## src/rtl/mux_rr_reg.sv

```systemverilog
// mux_rr_reg: registered CH-channel, WIDTH-bit multiplexer with valid/ready on
// every input channel and on the output. The channel is picked either by a fixed
// select or by round-robin among the valid channels. Adds one register stage.
module mux_rr_reg #(
  parameter int WIDTH = 32,
  parameter int CH    = 4,
  parameter int SELW  = 2
) (
  input  logic                  clk,
  input  logic                  rst,
  input  logic                  mode,
  input  logic [SELW-1:0]       sel,
  input  logic [CH*WIDTH-1:0]   in_data,
  input  logic [CH-1:0]         in_valid,
  output logic [CH-1:0]         in_ready,
  output logic [WIDTH-1:0]      out_data,
  output logic                  out_valid,
  input  logic                  out_ready,
  output logic [SELW-1:0]       grant
);

  logic [WIDTH-1:0] data_q, data_d;
  logic             vld_q, vld_d;
  logic [SELW-1:0]  grant_q, grant_d;
  logic [SELW-1:0]  ptr_q, ptr_d;

  logic             can_load;
  logic             cand_vld;
  logic [SELW-1:0]  cand_idx;
  logic [WIDTH-1:0] cand_data;
  logic             xfer;

  assign can_load = !vld_q || out_ready;

  // Candidate selection: fixed select (out-of-range means none) or a
  // round-robin scan starting at ptr and wrapping modulo CH.
  always_comb begin
    int idx;
    cand_vld = 1'b0;
    cand_idx = '0;
    idx      = 0;
    if (!mode) begin
      if (int'(sel) < CH) begin
        cand_vld = 1'b1;
        cand_idx = sel;
      end
    end else begin
      for (int k = 0; k < CH; k++) begin
        idx = (int'(ptr_q) + k) % CH;
        if (!cand_vld && in_valid[idx]) begin
          cand_vld = 1'b1;
          cand_idx = SELW'(idx);
        end
      end
    end
  end

  // Ready is one-hot on the candidate when the output buffer can take a word;
  // the candidate's data is steered toward the output register.
  always_comb begin
    in_ready  = '0;
    cand_data = '0;
    for (int i = 0; i < CH; i++) begin
      if (cand_vld && (int'(cand_idx) == i)) begin
        in_ready[i] = can_load;
        cand_data   = in_data[i*WIDTH +: WIDTH];
      end
    end
  end

  assign xfer = |(in_ready & in_valid);

  // Next state of the output buffer and the round-robin pointer.
  always_comb begin
    int nxt;
    data_d  = data_q;
    vld_d   = vld_q;
    grant_d = grant_q;
    ptr_d   = ptr_q;
    nxt     = int'(cand_idx) + 1;
    if (nxt >= CH) nxt = 0;
    if (xfer) begin
      data_d  = cand_data;
      grant_d = cand_idx;
      vld_d   = 1'b1;
      if (mode) ptr_d = SELW'(nxt);
    end else if (out_ready) begin
      // Drain without refill: data and grant keep their last values.
      vld_d = 1'b0;
    end
  end

  // Output buffer and pointer registers; reset discards any held word at once.
  always_ff @(posedge clk or posedge rst) begin
    if (rst) begin
      data_q  <= '0;
      vld_q   <= 1'b0;
      grant_q <= '0;
      ptr_q   <= '0;
    end else begin
      data_q  <= data_d;
      vld_q   <= vld_d;
      grant_q <= grant_d;
      ptr_q   <= ptr_d;
    end
  end

  assign out_data  = data_q;
  assign out_valid = vld_q;
  assign grant     = grant_q;

endmodule
```

## config.mk

```make
export PLATFORM = sky130hd
export DESIGN_NAME = mux_rr_reg
export DESIGN_NICKNAME = d
export VERILOG_FILES = /design/src/rtl/mux_rr_reg.sv
export SDC_FILE = /design/constraint.sdc
export NUM_CORES = 1
export LEC_CHECK = 0
export BUFFER_PORTS_ARGS = -buffer_cell sky130_fd_sc_hd__buf_4
export CORE_MARGIN = 8
export CORE_UTILIZATION = 35
export DETAILED_ROUTE_END_ITERATION = 10
export GPL_TIMING_DRIVEN = 0
export PLACE_DENSITY = 0.69
export SETUP_SLACK_MARGIN = 0.2
export SLEW_MARGIN = 0
export SYNTH_ARGS = -nofsm -noshare
export SYNTH_HDL_FRONTEND = slang
export SYNTH_SLANG_ARGS = --single-unit
```

## constraint.sdc

```tcl
create_clock -name clk -period 2.55 [get_ports clk]
set_input_delay 0.1275 -clock clk [delete_from_list [all_inputs] [get_ports clk]]
set_output_delay 0.1275 -clock clk [all_outputs]
set_load 0.05 [all_outputs]
```

==> results of run 1 <==
-- final timing paths --
path	end	slack [ns]	cells after the start
setup reg to reg	grant[0]$_DFFE_PP0P_	0.05	11
max in group asynchronous	out_data[6]$_DFFE_PP0P_	2.04	2
setup / recovery	grant[0]$_DFFE_PP0P_	0.05	11
hold / removal	out_data[8]$_DFFE_PP0P_	0.004	2
min in group clk	out_data[21]$_DFFE_PP0P_	0.17	3
hold reg to reg	out_data[8]$_DFFE_PP0P_	0.52	2
-- registers in the layout, summed over array words and instances (netlist names) --
name and flops:
out_valid 1, grant 2, ptr_q 2, out_data 32
-- where the power goes --
part	internal, W	switching (W)
clock network	0.000214	0.000193
logic	0.00154	0.00243
registers	0.000893	0.000215
total	0.00265	0.00284
-- synth_stat cells --
master    number  area (µm²)
nor2b_1        2        12.5
a221o_1        1        10.0
a21o_1         1        7.51
a31oi_1        1        6.26
buf_4          4        30.0
o21ai_0       33         165
nand4_1        1        6.26
and2_1         4        25.0
o21a_1         1        7.51
a22oi_2        1        12.5
nand3_1        1        5.00
nand2_1       35         131
mux2_1         2        22.5
or2_2          1        6.26
clkbuf_1       9        33.8
buf_1          3        11.3
dfrtp_1       37         926
a21oi_1       98         490
mux2_2         1        11.3
nor2_1        33         124
inv_1         36         135
ha_1           4        50.1
buf_2         16        80.1
o221ai_1       1        8.76
or2_1          1        6.26
nor4_1         1        6.26
a21oi_2        1        8.76
mux2i_1        1        10.0
a22oi_1       33         248
nand2b_1       5        31.3
-- repair_timing --
| action | CTS | global route |
|---|---|---|
| endpoints found under the setup margin | 41 | 41 |
| resized for setup | 73 | 48 |
| setup buffers | 17 | 6 |
| cloned | 2 | 1 |
| pin swaps | 10 | 11 |
-- layer usage --
layer	share of wire (%)	vias to the layer above	wire length (µm)
met4	1.1	0	125
met3	8.8	13	1040
met2	51	122	6070
met1	39	1600	4610
li1	-	1683	-
met5	0	-	0
-- area by class of cell --
| type | count | area share [%] |
|---|---|---|
| multi-input cells | 263 | 34.0 |
| repair buffers | 202 | 33.1 |
| flip-flops and latches | 37 | 19.3 |
| plain buffers | 32 | 6.37 |
| inverters | 36 | 2.82 |
| well taps | 99 | 2.58 |
| clock buffers | 7 | 1.80 |
-- cells by family after synthesis --
group                      after synthesis
AOI/OAI and AO/OA                      171
muxes                                    4
and+or+nand+nor                         84
adders and majority gates                4
DFF                                     37
buffers and inverters                   68
-- metrics by stage --
step / cells / hold WS (ns)
after floorplan: 368 / 0.307
after global placement: 643 / 0.450
after detailed placement: 643 / 0.336
after CTS: 669 / 0.0281
after global routing: 676 / 0.0628
final: 676 / 0.00394
-- worst reg2reg max path, stage by stage, from the launching register on --
cell and delay (ns):
dfrtp_1 0.43, mux2_4 0.32, nand2_2 0.07, nand4_1 0.15, o21a_1 0.26, ha_2 0.20, buf_6 0.12, a22oi_2 0.25
a21oi_4 0.14, buf_6 0.16, clkbuf_16 0.15, a31oi_4 0.16
==> results.toml, run 1 <==
[synth]
synth-simple-area-share_pct = 13.5
syn-num-nets = 510
syn_avg_cell_area_um2 = 7.14
yosys_warnings = 0
muxShareOfSynthArea_pct = 1.67
syn_area_um2 = 2630
synth_compound_area_share_pct = 36.7
synth-adder-area-share_pct = 1.90
syn_inst = 368
synth_top_family_by_area = "compound AO/OA/AOI/OAI gates"
ys_seq_area_share_pct = 35.2
synth_cell_types = 30
yosys.area_share.xor_xnor_pct = 0
ys_seq_elements = 37

[clock_tree]
clk_pin_slew_worst_paths_ns = 0.07
cts_tree = "yes"
root_buffer = "clkbuf_8"
cts.sinks = 37
ctsHoldBuffers = 0
htree_levels = 2
cts_made_buffers = 5
clk_latency_ns = 0.28
cts_max_path_buffers = 2

[sta]
max_slew.worst_pin.slew_ns = 0.800
setup_tns_ns = 0
setup_viol = 0
fmax_mhz = 400
final.setup_skew_ns = 0.00423
rsz0062_at_grt = "true"
worst_slack_ns = 0.0527
finalHoldViolCount = 0
maxSlewViolCount = 0
min_period_over_period_pct = 97.9
min_period_ns = 2.50
slew_headroom_pct = 46.6

[place]
dp_slack_ns = -0.196
place_area_um2 = 4080
dp_hpwl_um = 8510
gp_congestion = 0.820
io_buffer_count = 176

[die]
start_util_pct = 36.2
die_x_um = 103
row_count = 31
die-height_um = 103
io_pins = 177
die-area_um2 = 10500
core_um2 = 7250

[run_status]
outcome = "complete, no violations"

[power]
vdd_drop_max_v = 0.000633
power_w = 0.00549
power_density_nw_per_um2 = 1150
p_leak_nw = 2.35

[setup_path]
crit_chain = "mux2_4 > nand2_2 > nand4_1 > o21a_1 > ha_2 > buf_6 > a22oi_2 > a21oi_4 > buf_6 > clkbuf_16 > a31oi_4"
cp-startpoint = "ptr_q[1]$_DFFE_PP0P_"
r2r_start = "ptr_q[1]$_DFFE_PP0P_"
crit_buf_inv = 3
endpoint_kind = "flop"
crit_path_frequent_cell = "buf_6"
crit_type = "reg -> reg"
path_delay_family = "compound AO/OA/AOI/OAI gates"
slowest_delay_ns = 0.43
cp_max_fo = 7
arrival_ns = 2.70
cp_slowest_cell = "dfrtp_1"
required_ns = 2.75
setup.worst_path.start_class = "flop"

[cells_and_area]
nNetsFinal = 719
multi_input_area_um2 = 1630
mostFrequentLayoutCells = "buf_4, a21oi_1, dfrtp_1"
n_fill_cell = 615
layout_commonest_cell = "buf_4"
final_util_pct = 66.1
finalInstanceArea_um2 = 4790
final_layout_size_suffix_gt1_share_pct = 50.4
regArea_um2 = 926
diodes = 0
area_growth_pct = 82.3

[route]
num_vias = 3418
ant_nets = 0
dr.pass1.iters = 6
drc = 0
drt_iter0_drc = 152
wire_per_inst_um = 17.5
wirelength_um = 11800
vias_per_cell = 5.06

[grt]
grt_pass1_vias = 3509
grt_max_degree = 38
grtUsageMet3_pct = 5.94
grt_pass1_wl_um = 17400
grt-ovfl-total = 0
grt_busiest_layer = "met2"
antenna_found_initial = 0
met1_usage_pct = 24.9
grt_util_met2_pct = 37.0
track_usage_pct = 21.1

[job]
cap_violations = 0

[min_path]
hold_path_class = "in -> async"
No activity file was read; power rests on OpenSTA's default activity.
==> run 2: changes to the inputs <==
--- a/config.mk
+++ b/config.mk
@@ -5,12 +5,11 @@
 export SDC_FILE = /design/constraint.sdc
 export NUM_CORES = 1
 export LEC_CHECK = 0
-export BUFFER_PORTS_ARGS = -buffer_cell sky130_fd_sc_hd__buf_4
+export BUFFER_PORTS_ARGS = -buffer_cell sky130_fd_sc_hd__buf_2
 export CORE_MARGIN = 8
-export CORE_UTILIZATION = 35
+export CORE_UTILIZATION = 30
 export DETAILED_ROUTE_END_ITERATION = 10
 export GPL_TIMING_DRIVEN = 0
-export PLACE_DENSITY = 0.69
 export SETUP_SLACK_MARGIN = 0.2
 export SLEW_MARGIN = 0
 export SYNTH_ARGS = -nofsm -noshare
==> run 2 against run 1 <==
  * First-iteration DRC count down 20%
  * Clock skew is 0.00052 ns higher
  * Global-route usage shrank 3.2 points
  * Worst setup slack improved by 0.054 ns
  * Critical path type unchanged
  * Cell area is 7.0% lower
  * Sequential power is essentially flat
  * Register-to-register slack improved by 0.05 ns
  * Maximum frequency is 2.2% higher
  * Routed wire length is 5.6% lower
  * Non-clock buffer count rose by 9
  * Count of clock-buffer cells in the layout is 1 higher
==> results.toml, run 2 (synthesized netlist as in run 1, its figures left out) <==
[run_status]
outcome = "complete, no violations"

[route]
num_vias = 3436
vias_per_cell = 4.94
wire_per_inst_um = 16.1
drc = 0
wirelength_um = 11200
drt_iter0_drc = 121
ant_nets = 0
dr.pass1.iters = 4

[power]
vdd_drop_max_v = 0.000440
switchingPower_w = 0.00276
p_leak_nw = 2.23
seqPwrFrac_pct = 21.1
intPower_w = 0.00244
power_density_nw_per_um2 = 1170
p_sw_share_pct = 53.1
p_comb_share_pct = 71.4
clkPwrFrac_pct = 7.5

[cells_and_area]
regArea_um2 = 926
largest_reg_flops = 32
final_layout_size_suffix_gt1_share_pct = 50.1
multi_input_area_um2 = 1590
finalInstanceArea_um2 = 4460
area_growth_pct = 69.5
diodes = 0
mostFrequentLayoutCells = "buf_2, a21oi_1, dfrtp_1"
layout_commonest_cell = "buf_2"
n_fill_cell = 862
final_util_pct = 51.9
nNetsFinal = 728

[die]
die-height_um = 110
die_x_um = 110
die-area_um2 = 12000
start_util_pct = 30.6
row_count = 34
core_um2 = 8590
io_pins = 177

[min_path]
min-delay-start = "in_data[125]"
hold_path_class = "in -> reg"

[setup_path]
cp_slowest_cell = "dfrtp_1"
r2r_start = "ptr_q[1]$_DFFE_PP0P_"
setup.worst_path.start_class = "flop"
crit_type = "reg -> reg"
crit_buf_inv = 3
endpoint_kind = "flop"
slowest_delay_ns = 0.43
path_delay_family = "compound AO/OA/AOI/OAI gates"
cp_max_fo = 10
cp-startpoint = "ptr_q[1]$_DFFE_PP0P_"
crit_chain = "mux2_4 > nand2_2 > nand4_1 > o21a_1 > ha_2 > buf_6 > a22oi_2 > a21oi_4 > buf_6 > buf_12 > nor2_1 > a21oi_1"
crit_path_frequent_cell = "buf_6"
required_ns = 2.72
arrival_ns = 2.62

[place]
dp_hpwl_um = 8400
gp_congestion = 0.773
io_buffer_count = 176
place_area_um2 = 3670

[sta]
slew_headroom_pct = 56.0
min_period_ns = 2.44
rsz0062_at_grt = "true"
finalHoldViolCount = 0
fmax_mhz = 409
min_period_over_period_pct = 95.8
final.setup_skew_ns = 0.00475
maxSlewViolCount = 0
setup_viol = 0
max_slew.worst_pin.slew_ns = 0.659

[job]
cap_violations = 0

[grt]
grt_pass1_vias = 3597
track_usage_pct = 17.9
antenna_found_initial = 0
grt_max_degree = 24
grt_pass1_wl_um = 17100
grt-ovfl-total = 0

[clock_tree]
htree_levels = 2
cts_tree = "yes"
cts_max_path_buffers = 2
clk_latency_ns = 0.29
cts_made_buffers = 5
cts.sinks = 37
clk_pin_slew_worst_paths_ns = 0.07
root_buffer = "clkbuf_8"
[run 2: cell type report]
class                      count  share of cell area (%)
buffer                        31                    7.41
clock buffer                   8                    1.80
inverter                      36                    3.03
multi-input combinational    263                    35.7
sequential                    37                    20.8
tap                          108                    3.03
timing repair buffer         212                    28.3
[run 2: power groups by stage]
stage                     Sequential, W  Combinational [W]  Clock, W
final                           0.00110            0.00371  0.000391
after floorplan                 0.00205            0.00119         0
after global placement          0.00105            0.00298         0
after CTS                       0.00107            0.00358  0.000405
after detailed placement        0.00105            0.00303         0
after global routing            0.00114            0.00398  0.000433
[run 2: stage by stage]
stage	hold slack (ns)	cells	TNS, ns	setup slack (ns)	total power, W
after floorplan	0.307	368	0	0.268	0.00324
after global placement	0.451	652	-4.35	-0.211	0.00403
after detailed placement	0.256	653	-6.07	-0.221	0.00408
after CTS	0.154	693	0	0.126	0.00505
after global routing	0.163	695	0	0.0146	0.00554
final	0.154	695	0	0.106	0.00520
[run 2: worst min-delay path, stage by stage]
cell and delay (ns):
buf_2 0.07, a22oi_1 0.07, a21oi_1 0.13
[run 2: worst paths after layout]
check	cells after the start	slack, ns	end
worst max-delay path	12	0.11	out_data[18]$_DFFE_PP0P_
worst min-delay path	3	0.15	out_data[29]$_DFFE_PP0P_
worst max register to register	12	0.11	out_data[18]$_DFFE_PP0P_
worst min register to register	2	0.51	out_data[5]$_DFFE_PP0P_
max in group asynchronous	4	1.53	out_data[19]$_DFFE_PP0P_
min in group asynchronous	3	0.49	out_data[6]$_DFFE_PP0P_
[run 2: per-layer routing]
layer / GRT usage, % / part of all wire, % / up-vias / wire (µm)
met2: 31.9 / 50 / 134 / 5540
met4: 5.88 / 1.3 / 0 / 147
met5: 0 / 0 / - / 0
met1: 20.1 / 40 / 1591 / 4530
met3: 4.98 / 8.7 / 12 / 971
li1: - / - / 1699 / -
[run 2: timing repair]
action | 4_1_cts | 5_1_grt
setup buffers | 30 | 2
gates cloned | 2 | 0
hold endpoints to repair | 14 | 0
endpoints found under the setup margin | 41 | 41
resized for setup | 94 | 37
hold buffers | 1 | 0
pin swaps | 10 | 8
==> run 3: changes to the inputs <==
==> constraint.sdc (replaced) <==
create_clock -name clk -period 2.11 [get_ports clk]
set_input_delay 0.1055 -clock clk [delete_from_list [all_inputs] [get_ports clk]]
set_output_delay 0.1055 -clock clk [all_outputs]
set_load 0.05 [all_outputs]
==> run 3 against run 2 <==
  * Die area stayed put
  * Non-clock buffer count is 3 lower
  * Largest power group unchanged
  * Via count is 0.84% lower
  * Critical path depth stayed put
  * Worst setup slack worse by 0.46 ns
  * Register-to-register slack worse by 0.46 ns
  * The flow now finishes with violations (negative setup slack)
  * Routed wire length is 0.51% higher
  * Power is 17% higher
  * Sequential share of layout area is 0.64 points higher
  * Global-route usage is 0.33 points lower
==> results.toml, run 3 (synthesized netlist as in run 1, its figures left out) <==
[die]
die-area_um2 = 12000
die-height_um = 110
die_x_um = 110
core_um2 = 8590
start_util_pct = 30.6
io_pins = 177
row_count = 34

[power]
vdd_drop_max_v = 0.000693
p_leak_nw = 2.20
power_density_nw_per_um2 = 1410
power_w = 0.00611

[setup_path]
r2r_start = "ptr_q[1]$_DFFE_PP0P_"
reg2reg_depth = 12
cp-startpoint = "ptr_q[1]$_DFFE_PP0P_"
cp_max_fo = 7
required_ns = 2.33
reg2reg_slack_ns = -0.36
endpoint_kind = "flop"
arrival_ns = 2.68
r2r_end = "grant[0]$_DFFE_PP0P_"
crit_type = "reg -> reg"
setup.worst_path.start_class = "flop"

[cells_and_area]
final_layout_size_suffix_gt1_share_pct = 47.6
final_util_pct = 50.3
area_growth_pct = 64.4
layout_commonest_cell = "buf_2"
diodes = 0
n_fill_cell = 874
largest_reg_flops = 32
nNetsFinal = 725
mostFrequentLayoutCells = "buf_2, a21oi_1, dfrtp_1"
multi_input_area_um2 = 1540
regArea_um2 = 926

[clock_tree]
cts.sinks = 37
cts_made_buffers = 5
cts_max_path_buffers = 2
htree_levels = 2
clk_pin_slew_worst_paths_ns = 0.07
cts_tree = "yes"
root_buffer = "clkbuf_8"
clk_latency_ns = 0.29

[sta]
setup_tns_ns = -13.03
setup_viol = 41
maxSlewViolCount = 0
min_period_over_period_pct = 117
slew_headroom_pct = 47.3
fmax_mhz = 406
min_period_ns = 2.47
final.setup_skew_ns = 0.00675
finalHoldViolCount = 0
worst_slack_ns = -0.356
rsz0062_at_grt = "true"
max_slew.worst_pin.slew_ns = 0.790

[place]
gp_congestion = 0.803
dp_hpwl_um = 8370
io_buffer_count = 176

[route]
ant_nets = 0
wirelength_um = 11200
drc = 0
drt_iter0_drc = 112
wire_per_inst_um = 16.2
dr.pass1.iters = 4
vias_per_cell = 4.92
num_vias = 3407

[grt]
grt_pass1_vias = 3504
track_usage_pct = 17.6
grt-ovfl-total = 0
antenna_found_initial = 0
grt_pass1_wl_um = 16900
grt_max_degree = 38

[min_path]
hold_path_class = "in -> reg"
holdPathEnd = "out_data[31]$_DFFE_PP0P_"
whs_path_depth = 3
min-delay-start = "in_data[127]"

[job]
cap_violations = 0

[run_status]
outcome = "finished, violations left"
violations = "negative setup slack"
run 3: power by group:
group	leakage, nW	internal [W]	total, W	switching (W)
clock network	0.0395	0.000235	0.000479	0.000244
logic	1.74	0.00154	0.00433	0.00280
registers	0.422	0.00108	0.00129	0.000215
total	2.20	0.00285	0.00611	0.00326
run 3: worst max-delay path by stage:
stage,end,cells after the start
after CTS,out_data[28]$_DFFE_PP0P_,12
after floorplan,ptr_q[0]$_DFFE_PP0P_,10
after global placement,in_ready[3],9
after global routing,grant[0]$_DFFE_PP0P_,12
after detailed placement,in_ready[3],9
final,grant[0]$_DFFE_PP0P_,12
run 3: what timing repair did:
action,in CTS,in global routing
hold endpoints to repair,37,0
gates resized for setup,58,38
hold buffers,1,0
pin swaps,8,9
buffers inserted,25,7
endpoints found under the setup margin,41,41
gates cloned,0,0
run 3: worst max-delay path, stage by stage, from the launching register on:
cell and delay [ns]:
dfrtp_1 0.43, mux2_4 0.32, nand2_2 0.06, nand4_1 0.16, o21ai_2 0.24, ha_2 0.25, buf_8 0.13, a22oi_2 0.07
a21oi_4 0.25, buf_6 0.18, buf_6 0.11, nor2_1 0.04, a31oi_2 0.13
run 3: per-layer routing:
layer	GRT usage (%)	vias to the layer above	share of wire, %
met5	0	-	0
met4	3.66	0	1.0
met3	4.69	11	7.9
met2	30.7	118	50
met1	21.1	1587	41
li1	-	1691	-
run 3: final cells by class:
type / instances / area share [%]
Buffer: 31 / 6.89
Clock buffer: 8 / 1.85
Inverter: 36 / 3.13
Multi-Input combinational cell: 263 / 35.7
Sequential cell: 37 / 21.4
Tap cell: 108 / 3.13
Timing Repair Buffer: 209 / 27.9
run 3: per-stage QoR:
stage          instance area (µm²)  setup slack, ns  std cells  hold WS (ns)
2_1_floorplan                 2680          -0.0587        368         0.285
3_3_place_gp                  3690           -0.550        652         0.431
3_5_place_dp                  3690           -0.559        652         0.307
4_1_cts                       4160           -0.290        686         0.130
5_1_grt                       4320           -0.460        692         0.147
6_report                      4320           -0.356        692         0.142
